--- config.mk ---
export PLATFORM = sky130hd
export DESIGN_NAME = vending_sale_ctrl
export DESIGN_NICKNAME = d
export VERILOG_FILES = /design/src/rtl/vending_sale_ctrl_pkg.sv /design/src/rtl/vending_sale_ctrl_sync_edge.sv /design/src/rtl/vending_sale_ctrl.sv
export SDC_FILE = /design/constraint.sdc
export NUM_CORES = 1
export LEC_CHECK = 0
export ABC_AREA = 1
export CAP_MARGIN = 20
export CORE_MARGIN = 10
export CORE_UTILIZATION = 50
export DETAILED_ROUTE_END_ITERATION = 7
export HOLD_SLACK_MARGIN = 0.15
export PLACE_DENSITY = 0.71
export SYNTH_ARGS = -nofsm -noshare
export SYNTH_HDL_FRONTEND = slang
export SYNTH_SLANG_ARGS = --single-unit
--- constraint.sdc ---
create_clock -name clk -period 4 [get_ports clk]
set_input_delay 0.8 -clock clk [delete_from_list [all_inputs] [get_ports clk]]
set_output_delay 0.8 -clock clk [all_outputs]
set_load 0.02 [all_outputs]
--- src/rtl/vending_sale_ctrl_pkg.sv ---
// Shared vending definitions: state encodings and default sale parameters.
// Used by the sale sequencer, the FSM top and the display decoder.
package vending_sale_ctrl_pkg;

  typedef enum logic [2:0] {
    ST_IDLE     = 3'd0,
    ST_COUNT    = 3'd1,
    ST_WAIT_ACC = 3'd2,
    ST_DISPENSE = 3'd3,
    ST_REFUND   = 3'd4
  } state_t;

  localparam int DEF_PRICE    = 3;
  localparam int DEF_CREDIT_W = 3;
  localparam int DEF_DISP_CYC = 4;
  localparam int DEF_TIMEOUT  = 1000;

  function automatic logic is_busy(input state_t s);
    return (s == ST_DISPENSE) || (s == ST_REFUND);
  endfunction

endpackage

--- src/rtl/vending_sale_ctrl_sync_edge.sv ---
// Two-flop synchroniser for an asynchronous button/sensor level,
// followed by a rising-edge detector producing a 1-cycle pulse.
module vending_sale_ctrl_sync_edge (
  input  logic clk,
  input  logic rst,
  input  logic i_raw,
  output logic o_rise
);

  logic r_s1;
  logic r_s2;
  logic r_s3;

  always_ff @(posedge clk or posedge rst) begin
    if (rst) begin
      r_s1 <= 1'b0;
      r_s2 <= 1'b0;
      r_s3 <= 1'b0;
    end else begin
      r_s1 <= i_raw;
      r_s2 <= r_s1;
      r_s3 <= r_s2;
    end
  end

  assign o_rise = r_s2 & ~r_s3;

endmodule

--- src/rtl/vending_sale_ctrl.sv ---
// Vending sale sequencer: coin credit, accept, timed dispense, change refund,
// with cancel and idle-timeout paths. All outputs come straight from flops.
module vending_sale_ctrl
  import vending_sale_ctrl_pkg::*;
#(
  parameter int PRICE    = DEF_PRICE,
  parameter int CREDIT_W = DEF_CREDIT_W,
  parameter int DISP_CYC = DEF_DISP_CYC,
  parameter int TIMEOUT  = DEF_TIMEOUT
) (
  input  logic                clk,
  input  logic                rst,
  input  logic                coin_i,
  input  logic                accept_i,
  input  logic                cancel_i,
  output logic [CREDIT_W-1:0] credit_o,
  output logic                disp_o,
  output logic                refund_o,
  output logic                coin_rej_o,
  output logic                busy_o,
  output logic [2:0]          state_o
);

  localparam int TW = $clog2(TIMEOUT);
  localparam int DW = $clog2(DISP_CYC + 1);
  localparam logic [CREDIT_W-1:0] LP_PRICE = CREDIT_W'(PRICE);
  localparam logic [CREDIT_W-1:0] CMAX     = '1;

  logic w_coin;
  logic w_acc;
  logic w_cancel;

  vending_sale_ctrl_sync_edge u_coin (
    .clk(clk), .rst(rst), .i_raw(coin_i), .o_rise(w_coin)
  );
  vending_sale_ctrl_sync_edge u_acc (
    .clk(clk), .rst(rst), .i_raw(accept_i), .o_rise(w_acc)
  );
  vending_sale_ctrl_sync_edge u_cancel (
    .clk(clk), .rst(rst), .i_raw(cancel_i), .o_rise(w_cancel)
  );

  state_t              r_state;
  logic [CREDIT_W-1:0] r_credit;
  logic [TW-1:0]       r_tmr;
  logic [DW-1:0]       r_dcnt;
  logic                r_disp;
  logic                r_refund;
  logic                r_rej;
  logic                r_busy;

  state_t              w_nxt;
  logic [CREDIT_W-1:0] w_credit;
  logic [TW-1:0]       w_tmr;
  logic [DW-1:0]       w_dcnt;
  logic                w_refund;
  logic                w_rej;
  logic                w_enter_ref;

  always_comb begin
    w_nxt       = r_state;
    w_credit    = r_credit;
    w_tmr       = r_tmr;
    w_dcnt      = r_dcnt;
    w_refund    = 1'b0;
    w_rej       = 1'b0;
    w_enter_ref = 1'b0;
    unique case (r_state)
      ST_IDLE: begin
        if (w_coin) begin
          w_credit = CREDIT_W'(1);
          w_tmr    = '0;
          w_nxt    = (PRICE == 1) ? ST_WAIT_ACC : ST_COUNT;
        end
      end
      ST_COUNT, ST_WAIT_ACC: begin
        // cancel > accept > coin; a losing coin is rejected
        if (w_cancel) begin
          w_enter_ref = 1'b1;
          w_rej       = w_coin;
        end else if (w_acc) begin
          w_tmr = '0;
          w_rej = w_coin;
          if (r_state == ST_WAIT_ACC) begin
            w_credit = r_credit - LP_PRICE;
            w_dcnt   = '0;
            w_nxt    = ST_DISPENSE;
          end
        end else if (w_coin) begin
          if (r_credit == CMAX) begin
            w_rej = 1'b1;
          end else begin
            w_tmr    = '0;
            w_credit = r_credit + 1'b1;
            if (w_credit >= LP_PRICE) w_nxt = ST_WAIT_ACC;
          end
        end else if (r_tmr == TW'(TIMEOUT - 1)) begin
          w_enter_ref = 1'b1;
        end else begin
          w_tmr = r_tmr + 1'b1;
        end
      end
      ST_DISPENSE: begin
        w_rej = w_coin;
        if (r_dcnt == DW'(DISP_CYC - 1)) begin
          if (r_credit != '0) w_enter_ref = 1'b1;
          else                w_nxt       = ST_IDLE;
        end else begin
          w_dcnt = r_dcnt + 1'b1;
        end
      end
      ST_REFUND: begin
        w_rej = w_coin;
        if (!r_refund) begin
          if (r_credit == '0) begin
            w_nxt = ST_IDLE;
          end else begin
            w_refund = 1'b1;
            w_credit = r_credit - 1'b1;
          end
        end
      end
      default: w_nxt = ST_IDLE;
    endcase
    // first refund pulse lands on the entry edge, so the pattern starts high
    if (w_enter_ref) begin
      w_nxt    = ST_REFUND;
      w_refund = 1'b1;
      w_credit = w_credit - 1'b1;
    end
  end

  always_ff @(posedge clk or posedge rst) begin
    if (rst) begin
      r_state  <= ST_IDLE;
      r_credit <= '0;
      r_tmr    <= '0;
      r_dcnt   <= '0;
      r_disp   <= 1'b0;
      r_refund <= 1'b0;
      r_rej    <= 1'b0;
      r_busy   <= 1'b0;
    end else begin
      r_state  <= w_nxt;
      r_credit <= w_credit;
      r_tmr    <= w_tmr;
      r_dcnt   <= w_dcnt;
      r_disp   <= (w_nxt == ST_DISPENSE);
      r_refund <= w_refund;
      r_rej    <= w_rej;
      r_busy   <= is_busy(w_nxt);
    end
  end

  assign credit_o   = r_credit;
  assign disp_o     = r_disp;
  assign refund_o   = r_refund;
  assign coin_rej_o = r_rej;
  assign busy_o     = r_busy;
  assign state_o    = r_state;

endmodule

==> metrics.md, run 1 <==
| Metric | Value |
|---|---|
| Status | `finished, final reports clean` |
| Final Hold Fails | `0` |
| Starting Density | `52.2%` |
| # DRC | `0` |
| Number of synthesized flops with an enable pin | `0` |
| Die Span Y | `82.1 um` |
| Gpl congestion | `0.876` |
| First-pass GRT wire length | `7200 um` |
| Clock transition at path regs | `0.07 ns` |
| P per Cell Area | `539 mW/mm2` |
| Seq pwr share | `33.7%` |
| #FFs+latches synth | `32` |
| Slowest-stage cell, CP | `clkdlybuf4s50_1` |
| Cell variety after synth | `29` |
| P_int | `0.715 mW` |
| Netlist Area Pre-Place | `0.00193 mm2` |
| Final WL | `3920 um` |
| Asr flop ratio synth | `100%` |
| Slew @ Worst Pin | `0.701 ns` |
| Clock Sinks | `32` |
| Leakage Power | `1.15 nW` |
| Port Buffers | `14` |
| Fin nets | `290` |
| Relative slew slack | `53.2%` |
| Num CTS Buffers | `5` |
| Max-cap viol count | `0` |
| Ratio of cells with drive above 1 in the final layout | `10.1%` |
| Crit. End Element | `output pin` |
| Antenna Nets Post-Route | `0` |
| Main synth FF type | `dfrtp_1` |
| Dpl cells | `316` |
| Clock share of power | `25.3%` |
| Fmax achieved | `444 MHz` |
| Grt total ovfl | `0` |
| Worst endpoint required time | `3.20 ns` |
| Post-Syn Nets | `270` |
| Largest net degree at the start of global routing | `21` |
| Setup Buffers After CTS | `0` |
| Max rail drop VDD | `364 uV` |
| Post-Layout Cell Count | `324` |
| Initial antenna violation count | `0` |
| Fillers | `366` |
| Comb pwr share | `41.0%` |
| Sequential-to-total area share from yosys stat | `41.6%` |
| Die area | `0.00673 mm2` |
| Hold Path Class | `reg -> reg` |
| Worst path bufs/invs | `1` |
| Switching portion of total power | `40.4%` |
| Ratio of final minimum period to clock period | `56.3%` |
| Crit path cell chain | `clkdlybuf4s50_1` |
| Via count | `1621` |
| Psw | `0.485 mW` |
| DR pass1 iterations | `4` |
| Vias in the first global route | `1638` |
| CP startpoint kind | `flip-flop` |
| DR WL/cell | `12.1 um` |
| Antenna diodes | `0` |
| CTS tree | `yes` |
| Post-Syn Area per Cell | `7.55 um2` |
| Final WS setup | `1.75 ns` |
| Max Slew Vio Count | `0` |
| Crit path arrival time | `1.45 ns` |
| CP delay by family, top | `buffers and inverters` |
| Core area | `0.00369 mm2` |
| DP Worst Slack | `1.89 ns` |
| Most frequent cells in the layout | `nand2_1, inv_1, dfrtp_1` |
| Vias per cell | `5.00` |
| Rows | `22` |
| Setup-failing EPs final | `0` |
| Dpl hpwl | `3030 um` |
| # resized after CTS | `0` |
| GRT Util Overall | `13.8%` |
| Synthesized instance count | `255` |
| Clk_skew | `0.00686 ns` |
| Fin Setup TNS | `0 ns` |
| H-tree depth | `2` |
| RSZ-0062 raised after global routing | `false` |
| CTS Hold Bufs | `0` |
| I/O pin count | `15` |
| CTS Buffer Depth | `2` |
| Clk_lat worst skew | `0.29 ns` |
| Yosys warnings | `0` |
| Critical path class | `reg -> out` |
| Starting DRT DRC Count | `56` |
| Die width | `82.1 um` |
| Worst path max stage delay | `0.67 ns` |
| Root Buffer | `clkbuf_8` |
| Min cycle time layout | `2.25 ns` |
| Layout area overhead | `15.5%` |
| Most common cell after layout, fill and taps aside | `nand2_1` |
| Crit-path max FO | `7` |
[synthesized netlist by cell type, drive strengths merged, types with 2 or more instances]
cell type  count  area [um2]
ha            10         125
inv           41         154
buf            2        16.3
nor3           4        20.0
nand4          3        18.8
nand3b         2        15.0
dfrtp         32         801
o21ai         14        85.1
or2            3        18.8
nand2         73         287
nand3         33         180
a21oi          5        36.3
xor2           3        26.3
nor2          23        86.3
[power groups by stage]
stage          Clock [mW]  Sequential [mW]  Combinational [mW]
3_3_place_gp            0            0.409               0.490
3_5_place_dp            0            0.410               0.496
2_1_floorplan           0            0.438               0.333
4_1_cts             0.311            0.404               0.498
5_1_grt             0.329            0.410               0.575
6_report            0.304            0.404               0.492
[cells by family (layout without fill, tap and decap cells)]
logic type                 count (synthesis)  after routing  share of synthesized area (%)
buffers and inverters                     43             64                           8.84
and+or+nand+nor                          141            141                           32.5
AOI/OAI and AO/OA                         25             25                           8.77
xor gates and xnor gates                   4              4                           1.82
adders and majority gates                 10             10                           6.50
DFF                                       32             32                           41.6
[final timing paths]
kind	to	cells after the start	from	slack, ns
min reg2reg	u_coin.r_s2$_DFF_PP0_	0	u_coin.r_s1$_DFF_PP0_	0.34
max in group asynchronous	r_tmr[3]$_DFFE_PP0P_	3	rst	2.44
max	state_o[0]	1	state_o[0]$_DFF_PP0_	1.75
min in group asynchronous	state_o[1]$_DFF_PP0_	2	rst	0.92
max reg2reg	credit_o[1]$_DFF_PP0_	13	credit_o[0]$_DFF_PP0_	1.87
min	u_coin.r_s2$_DFF_PP0_	0	u_coin.r_s1$_DFF_PP0_	0.34
[layout make-up]
class	count	area (um2)	share of cell area, %
inverter	41	154	6.92
clock buffer	6	72.6	3.26
sequential	32	801	36.0
timing repair buffer	15	148	6.64
tap	48	60.1	2.70
clock inverter	2	35.0	1.57
multi-input combinational	180	955	42.9
[metrics by stage]
step	instance area (um2)	total power, mW	hold slack [ns]	util, %
global route	2220	1.31	0.362	60.3
detailed placement	2120	0.905	0.336	57.4
finish	2220	1.20	0.342	60.3
floorplan	1930	0.771	0.331	-
global placement	2120	0.899	0.334	57.4
CTS	2220	1.21	0.343	60.3
[flip-flops by register name (all words and copies together) (netlist names), 3 cells and up]
signal,count
r_dcnt,3
credit_o,3
r_tmr,10
state_o,3
[per-layer routing]
layer	part of all wire (%)	up-vias	GRT usage, %
met5	0	-	0
met4	2.0	0	6.46
met3	5.5	11	5.57
met2	47	28	22.3
met1	46	731	15.6
li1	-	851	-
No activity file was read; power rests on OpenSTA's default activity.
==> run 2: changes to the inputs <==
PLACE_DENSITY = 0.74   (was 0.71)
clock period = 2 ns   (was 4 ns; I/O delays follow)
==> metrics.md, run 2 (synthesis gave the netlist of run 1 again) <==
| Metric | Value |
|---|---|
| GRT Util Overall | `14.7% (was 13.8%)` |
| Leakage Power | `1.29 nW (was 1.15 nW)` |
| Antenna diodes | `0 (unchanged)` |
| First-pass GRT wire length | `7890 um (was 7200 um)` |
| Clk_lat worst skew | `0.28 ns (was 0.29 ns)` |
| Most frequent cells in the layout | `nand2_1, inv_1, dfrtp_1 (unchanged)` |
| Gpl congestion | `0.872 (was 0.876)` |
| Die area | `0.00673 mm2 (unchanged)` |
| Max-cap viol count | `0 (unchanged)` |
| Dpl hpwl | `3270 um (was 3030 um)` |
| Max rail drop VDD | `834 uV (was 364 uV)` |
| Num CTS Buffers | `5 (unchanged)` |
| Fin util | `68.7% (was 60.3%)` |
| I/O pin count | `15 (unchanged)` |
| Core area | `0.00369 mm2 (unchanged)` |
| Relative slew slack | `74.3% (was 53.2%)` |
| Final WL | `4570 um (was 3920 um)` |
| Starting Density | `52.2% (unchanged)` |
| Power Total | `2.97 mW (was 1.20 mW)` |
| Clock transition at path regs | `0.08 ns (was 0.07 ns)` |
| CTS tree | `yes (unchanged)` |
| Crit path arrival time | `2.26 ns (was 1.45 ns)` |
| DR WL/cell | `13.0 um (was 12.1 um)` |
| Clk_skew | `0.0134 ns (was 0.00686 ns)` |
| Hold Path Class | `in -> async (was reg -> reg)` |
| Clock Sinks | `32 (unchanged)` |
| Worst endpoint required time | `2.22 ns (was 3.20 ns)` |
| Vias in the first global route | `1802 (was 1638)` |
| Crit-path max FO | `3 (was 7)` |
| Initial antenna violation count | `0 (unchanged)` |
| Setup-failing EPs final | `1 (was 0)` |
| CP startpoint kind | `flip-flop (unchanged)` |
| Grt total ovfl | `0 (unchanged)` |
| Root Buffer | `clkbuf_8 (unchanged)` |
| Post-Layout Cell Count | `351 (was 324)` |
| Slew @ Worst Pin | `0.386 ns (was 0.701 ns)` |
| GR Layer Usage met1 | `17.3% (was 15.6%)` |
| Critical path class | `reg -> reg (was reg -> out)` |
| Failing checks | `setup timing` |
| Via count | `1782 (was 1621)` |
| Most crowded layer after global routing | `met2 (unchanged)` |
| Largest net degree at the start of global routing | `32 (was 21)` |
| DR pass1 iterations | `5 (was 4)` |
| Layout area overhead | `31.6% (was 15.5%)` |
| P per Cell Area | `1170 mW/mm2 (was 539 mW/mm2)` |
| GR Util met3 | `4.91% (was 5.57%)` |
| Port Buffers | `14 (unchanged)` |
| Min cycle time layout | `2.04 ns` |
| CTS Buffer Depth | `2 (unchanged)` |
| Starting DRT DRC Count | `63 (was 56)` |
| DP Worst Slack | `-0.0751 ns (was 1.89 ns)` |
| Vias per cell | `5.08 (was 5.00)` |
| Die Span Y | `82.1 um (unchanged)` |
| Fin nets | `317 (was 290)` |
| Max reg flops | `10 (unchanged)` |
| Dpl cells | `333 (was 316)` |
| Max Slew Vio Count | `0 (unchanged)` |
| Antenna Nets Post-Route | `0 (unchanged)` |
| Ratio of final minimum period to clock period | `102%` |
| Die width | `82.1 um (unchanged)` |
| Ratio of cells with drive above 1 in the final layout | `25.1% (was 10.1%)` |
| Biggest register | `r_tmr (unchanged)` |
| Most common cell after layout, fill and taps aside | `nand2_1 (unchanged)` |
| Rows | `22 (unchanged)` |
| Status | `finished with violations (was finished, final reports clean)` |
| Fmax achieved | `491 MHz` |
| Final Hold Fails | `0 (unchanged)` |
| Crit. End Element | `flip-flop (was output pin)` |
| Final WS setup | `-0.0387 ns (was 1.75 ns)` |
| RSZ-0062 raised after global routing | `true (was false)` |
| # DRC | `0 (unchanged)` |
| H-tree depth | `2 (unchanged)` |
| CTS Hold Bufs | `0 (unchanged)` |
| Met2 usage | `24.9% (was 22.3%)` |
run 2: cell type report:
type | count | area [um2]
clock buffer | 6 | 72.6
clock inverter | 2 | 35.0
fill | 307 | 1150
inverter | 41 | 154
multi-input combinational | 180 | 1040
sequential | 32 | 803
tap | 48 | 60.1
timing repair buffer | 42 | 368
run 2: per-layer routing:
metal  vias up  share of wire [%]
li1        901                  -
met5         -                  0
met3         6                5.1
met4         0                1.0
met1       839                 43
met2        36                 50
run 2: power breakdown:
| part | internal [mW] | total [mW] | switching (mW) |
|---|---|---|---|
| clock network | 0.370 | 0.628 | 0.258 |
| logic | 0.689 | 1.53 | 0.844 |
| registers | 0.731 | 0.813 | 0.0822 |
run 2: worst max-delay path, cell delays in order, from the launching register on:
cell and delay, ns:
dfrtp_2 0.44, ha_4 0.18, ha_4 0.15, inv_2 0.05, nand4_1 0.16, buf_4 0.20, nand3_1 0.07, nand3_1 0.10
nand3_2 0.08, inv_1 0.06, ha_4 0.20, or2_0 0.22, nand2_1 0.07
run 2: metrics by stage:
stage / area (um2) / hold slack [ns] / TNS (ns)
finish: 2530 / 0.277 / -0.0387
global route: 2530 / 0.271 / -0.287
CTS: 2430 / 0.273 / 0
detailed placement: 2260 / 0.336 / -0.0751
global placement: 2260 / 0.332 / -0.00210
floorplan: 1930 / 0.331 / 0
run 2: worst paths after layout:
path | to | depth (start not counted) | startpoint | slack, ns
max reg2reg | credit_o[1]$_DFF_PP0_ | 12 | credit_o[0]$_DFF_PP0_ | -0.04
min reg2reg | u_cancel.r_s2$_DFF_PP0_ | 0 | u_cancel.r_s1$_DFF_PP0_ | 0.36
max in group asynchronous | credit_o[0]$_DFF_PP0_ | 3 | rst | 1.16
max | credit_o[1]$_DFF_PP0_ | 12 | credit_o[0]$_DFF_PP0_ | -0.04
min in group clk | u_cancel.r_s2$_DFF_PP0_ | 0 | u_cancel.r_s1$_DFF_PP0_ | 0.36
min | disp_o$_DFF_PP0_ | 2 | rst | 0.28
run 2: what timing repair did:
action                                  CTS  global route
hold endpoints to repair                  0             0
buffers inserted                          6             4
endpoints found under the setup margin    1             3
resized for setup                         2            23
gates cloned                              0             0
pin swaps                                 3             9
==> run 3: changes to the inputs <==
CTS_CLUSTER_SIZE = 30   (was not set)
PLACE_DENSITY = 0.71   (was 0.74)
clock period = 2.1 ns   (was 2 ns; I/O delays follow)
==> metrics.md, run 3 (synthesis gave the netlist of run 1 again) <==
| Metric | Value |
|---|---|
| Core area | `0.00369 mm2 (unchanged)` |
| CP startpoint kind | `flip-flop (unchanged)` |
| Max Slew Vio Count | `0 (unchanged)` |
| Clock transition at path regs | `0.08 ns (about the same)` |
| Clk_lat worst skew | `0.29 ns (was 0.28 ns)` |
| Layout area overhead | `21.4% (was 31.6%)` |
| Die Span Y | `82.1 um (unchanged)` |
| CTS Hold Bufs | `0 (unchanged)` |
| Dpl cell area | `0.00217 mm2 (was 0.00226 mm2)` |
| RSZ-0062 raised after global routing | `true (unchanged)` |
| Power Total | `2.47 mW (was 2.97 mW)` |
| DR pass1 iterations | `4 (was 5)` |
| Antenna Nets Post-Route | `0 (unchanged)` |
| Relative slew slack | `73.2% (was 74.3%)` |
| Most crowded layer after global routing | `met2 (unchanged)` |
| # DRC | `0 (unchanged)` |
| Port Buffers | `14 (unchanged)` |
| Min cycle time layout | `2.07 ns (was 2.04 ns)` |
| Max rail drop VDD | `646 uV (was 834 uV)` |
| Starting Density | `52.2% (unchanged)` |
| Ratio of cells with drive above 1 in the final layout | `16.7% (was 25.1%)` |
| GR Layer Usage met1 | `16.4% (was 17.3%)` |
| CTS tree | `yes (unchanged)` |
| Ratio of final minimum period to clock period | `98.5% (was 102%)` |
| Status | `finished, final reports clean (was finished with violations)` |
| Largest net degree at the start of global routing | `33 (was 32)` |
| DP Worst Slack | `0.0223 ns (was -0.0751 ns)` |
| P per Cell Area | `1050 mW/mm2 (was 1170 mW/mm2)` |
| Grt total ovfl | `0 (unchanged)` |
| Worst path bufs/invs | `3 (unchanged)` |
| Most frequent cells in the layout | `nand2_1, inv_1, dfrtp_1 (unchanged)` |
| Gpl congestion | `0.861 (was 0.872)` |
| Most common cell after layout, fill and taps aside | `nand2_1 (unchanged)` |
| GR Util met3 | `4.04% (was 4.91%)` |
| Final Hold Fails | `0 (unchanged)` |
| GRT Util Overall | `14.2% (was 14.7%)` |
| WHS | `0.341 ns (was 0.277 ns)` |
| Root Buffer | `clkbuf_8 (unchanged)` |
| Critical path class | `reg -> reg (unchanged)` |
| H-tree depth | `2 (unchanged)` |
| Final WL | `4390 um (was 4570 um)` |
| Hold Path Class | `reg -> reg (was in -> async)` |
| Rows | `22 (unchanged)` |
| Clk_skew | `0.0104 ns (was 0.0134 ns)` |
| Fmax achieved | `484 MHz (was 491 MHz)` |
| Dpl cells | `323 (was 333)` |
| Num CTS Buffers | `5 (unchanged)` |
| Crit-path max FO | `4 (was 3)` |
| Vias per cell | `5.11 (was 5.08)` |
| First-pass GRT wire length | `7520 um (was 7890 um)` |
| Max reg flops | `10 (unchanged)` |
| Fin Setup TNS | `0 ns (was -0.0387 ns)` |
| Final WS setup | `0.0325 ns (was -0.0387 ns)` |
| Biggest register | `r_tmr (unchanged)` |
| CP most frequent cell | `nand2_1 (was ha_4)` |
| Fin area | `0.00234 mm2 (was 0.00253 mm2)` |
| Crit path arrival time | `2.30 ns (was 2.26 ns)` |
| Max-cap viol count | `0 (unchanged)` |
| Vias in the first global route | `1664 (was 1802)` |
| DR WL/cell | `13.1 um (was 13.0 um)` |
| Leakage Power | `1.20 nW (was 1.29 nW)` |
| Via count | `1712 (was 1782)` |
| CTS Buffer Depth | `2 (unchanged)` |
| Setup-failing EPs final | `0 (was 1)` |
| CP delay by family, top | `simple AND/OR/NAND/NOR gates (unchanged)` |
| Starting DRT DRC Count | `105 (was 63)` |
| Die width | `82.1 um (unchanged)` |
| Post-Layout Cell Count | `335 (was 351)` |
| I/O pin count | `15 (unchanged)` |
| Worst endpoint required time | `2.33 ns (was 2.22 ns)` |
| Crit. End Element | `flip-flop (unchanged)` |
| Die area | `0.00673 mm2 (unchanged)` |
| Initial antenna violation count | `0 (unchanged)` |
| Fin util | `63.4% (was 68.7%)` |
| Slew @ Worst Pin | `0.402 ns (was 0.386 ns)` |
| Slowest-stage cell, CP | `dfrtp_1 (was dfrtp_2)` |
| Fillers | `333 (was 307)` |
| Worst path max stage delay | `0.42 ns (was 0.44 ns)` |
| Crit path cell chain | `ha_2 -> ha_4 -> inv_2 -> nand4_1 -> buf_4 -> nand3_2 -> nand2_1 -> nand2_1 -> nand2_1 -> inv_1 -> ha_2 -> or2_0 -> nand2_1 (was ha_4 -> ha_4 -> inv_2 -> nand4_1 -> buf_4 -> nand3_1 -> nand3_1 -> nand3_2 -> inv_1 -> ha_4 -> or2_0 -> nand2_1)` |
| Fin nets | `301 (was 317)` |
| Met2 usage | `24.8% (was 24.9%)` |
| Antenna diodes | `0 (unchanged)` |
| Clock Sinks | `32 (unchanged)` |
| Dpl hpwl | `3140 um (was 3270 um)` |
[run 3: changes by cell type in the layout (fill, tap and decap cells not counted), moves of 3 or more]
cell	delta
buf_4	-14
inv_2	-3
inv_1	+3
ha_4	-3
nand2_1	+4
[run 3: path summary, 6_finish.rpt]
kind / start / to / slack, ns / depth (start not counted)
min in group asynchronous: rst / refund_o$_DFF_PP0_ / 0.51 / 3
worst max register to register: credit_o[1]$_DFF_PP0_ / credit_o[1]$_DFF_PP0_ / 0.03 / 13
worst min-delay path: u_coin.r_s1$_DFF_PP0_ / u_coin.r_s2$_DFF_PP0_ / 0.34 / 0
max in group asynchronous: rst / coin_rej_o$_DFF_PP0_ / 1.29 / 3
worst min register to register: u_coin.r_s1$_DFF_PP0_ / u_coin.r_s2$_DFF_PP0_ / 0.34 / 0
worst max-delay path: credit_o[1]$_DFF_PP0_ / credit_o[1]$_DFF_PP0_ / 0.03 / 13
[run 3: worst register-to-register path: cells and delay by family, from the launching register on]
| kind | cells | cell delay (ns) |
|---|---|---|
| simple gates | 7 | 0.65 |
| flops | 1 | 0.42 |
| buf+inv | 3 | 0.31 |
| fa+ha+maj | 3 | 0.64 |
[run 3: timing repair]
action / CTS / global route
setup endpoints to repair: 0 / 2
buffers inserted: 0 / 4
gates resized for setup: 0 / 9
[run 3: per-layer routing]
metal	vias up	part of all wire, %
met5	-	0
met4	0	1.3
met3	8	4.5
met2	38	51
met1	791	44
li1	875	-
[run 3: cell type report]
class	count	area [um2]	area share, %
multi-input combinational	180	982	42.0
clock buffer	5	68.8	2.94
tap	48	60.1	2.57
sequential	32	801	34.2
inverter	41	154	6.58
clock inverter	3	42.5	1.82
timing repair buffer	26	230	9.84
[run 3: power breakdown]
group          total, mW  internal, mW  switching [mW]
combinational       1.10         0.414           0.682
clock              0.603         0.351           0.252
sequential         0.766         0.693          0.0737
total               2.47          1.46            1.01
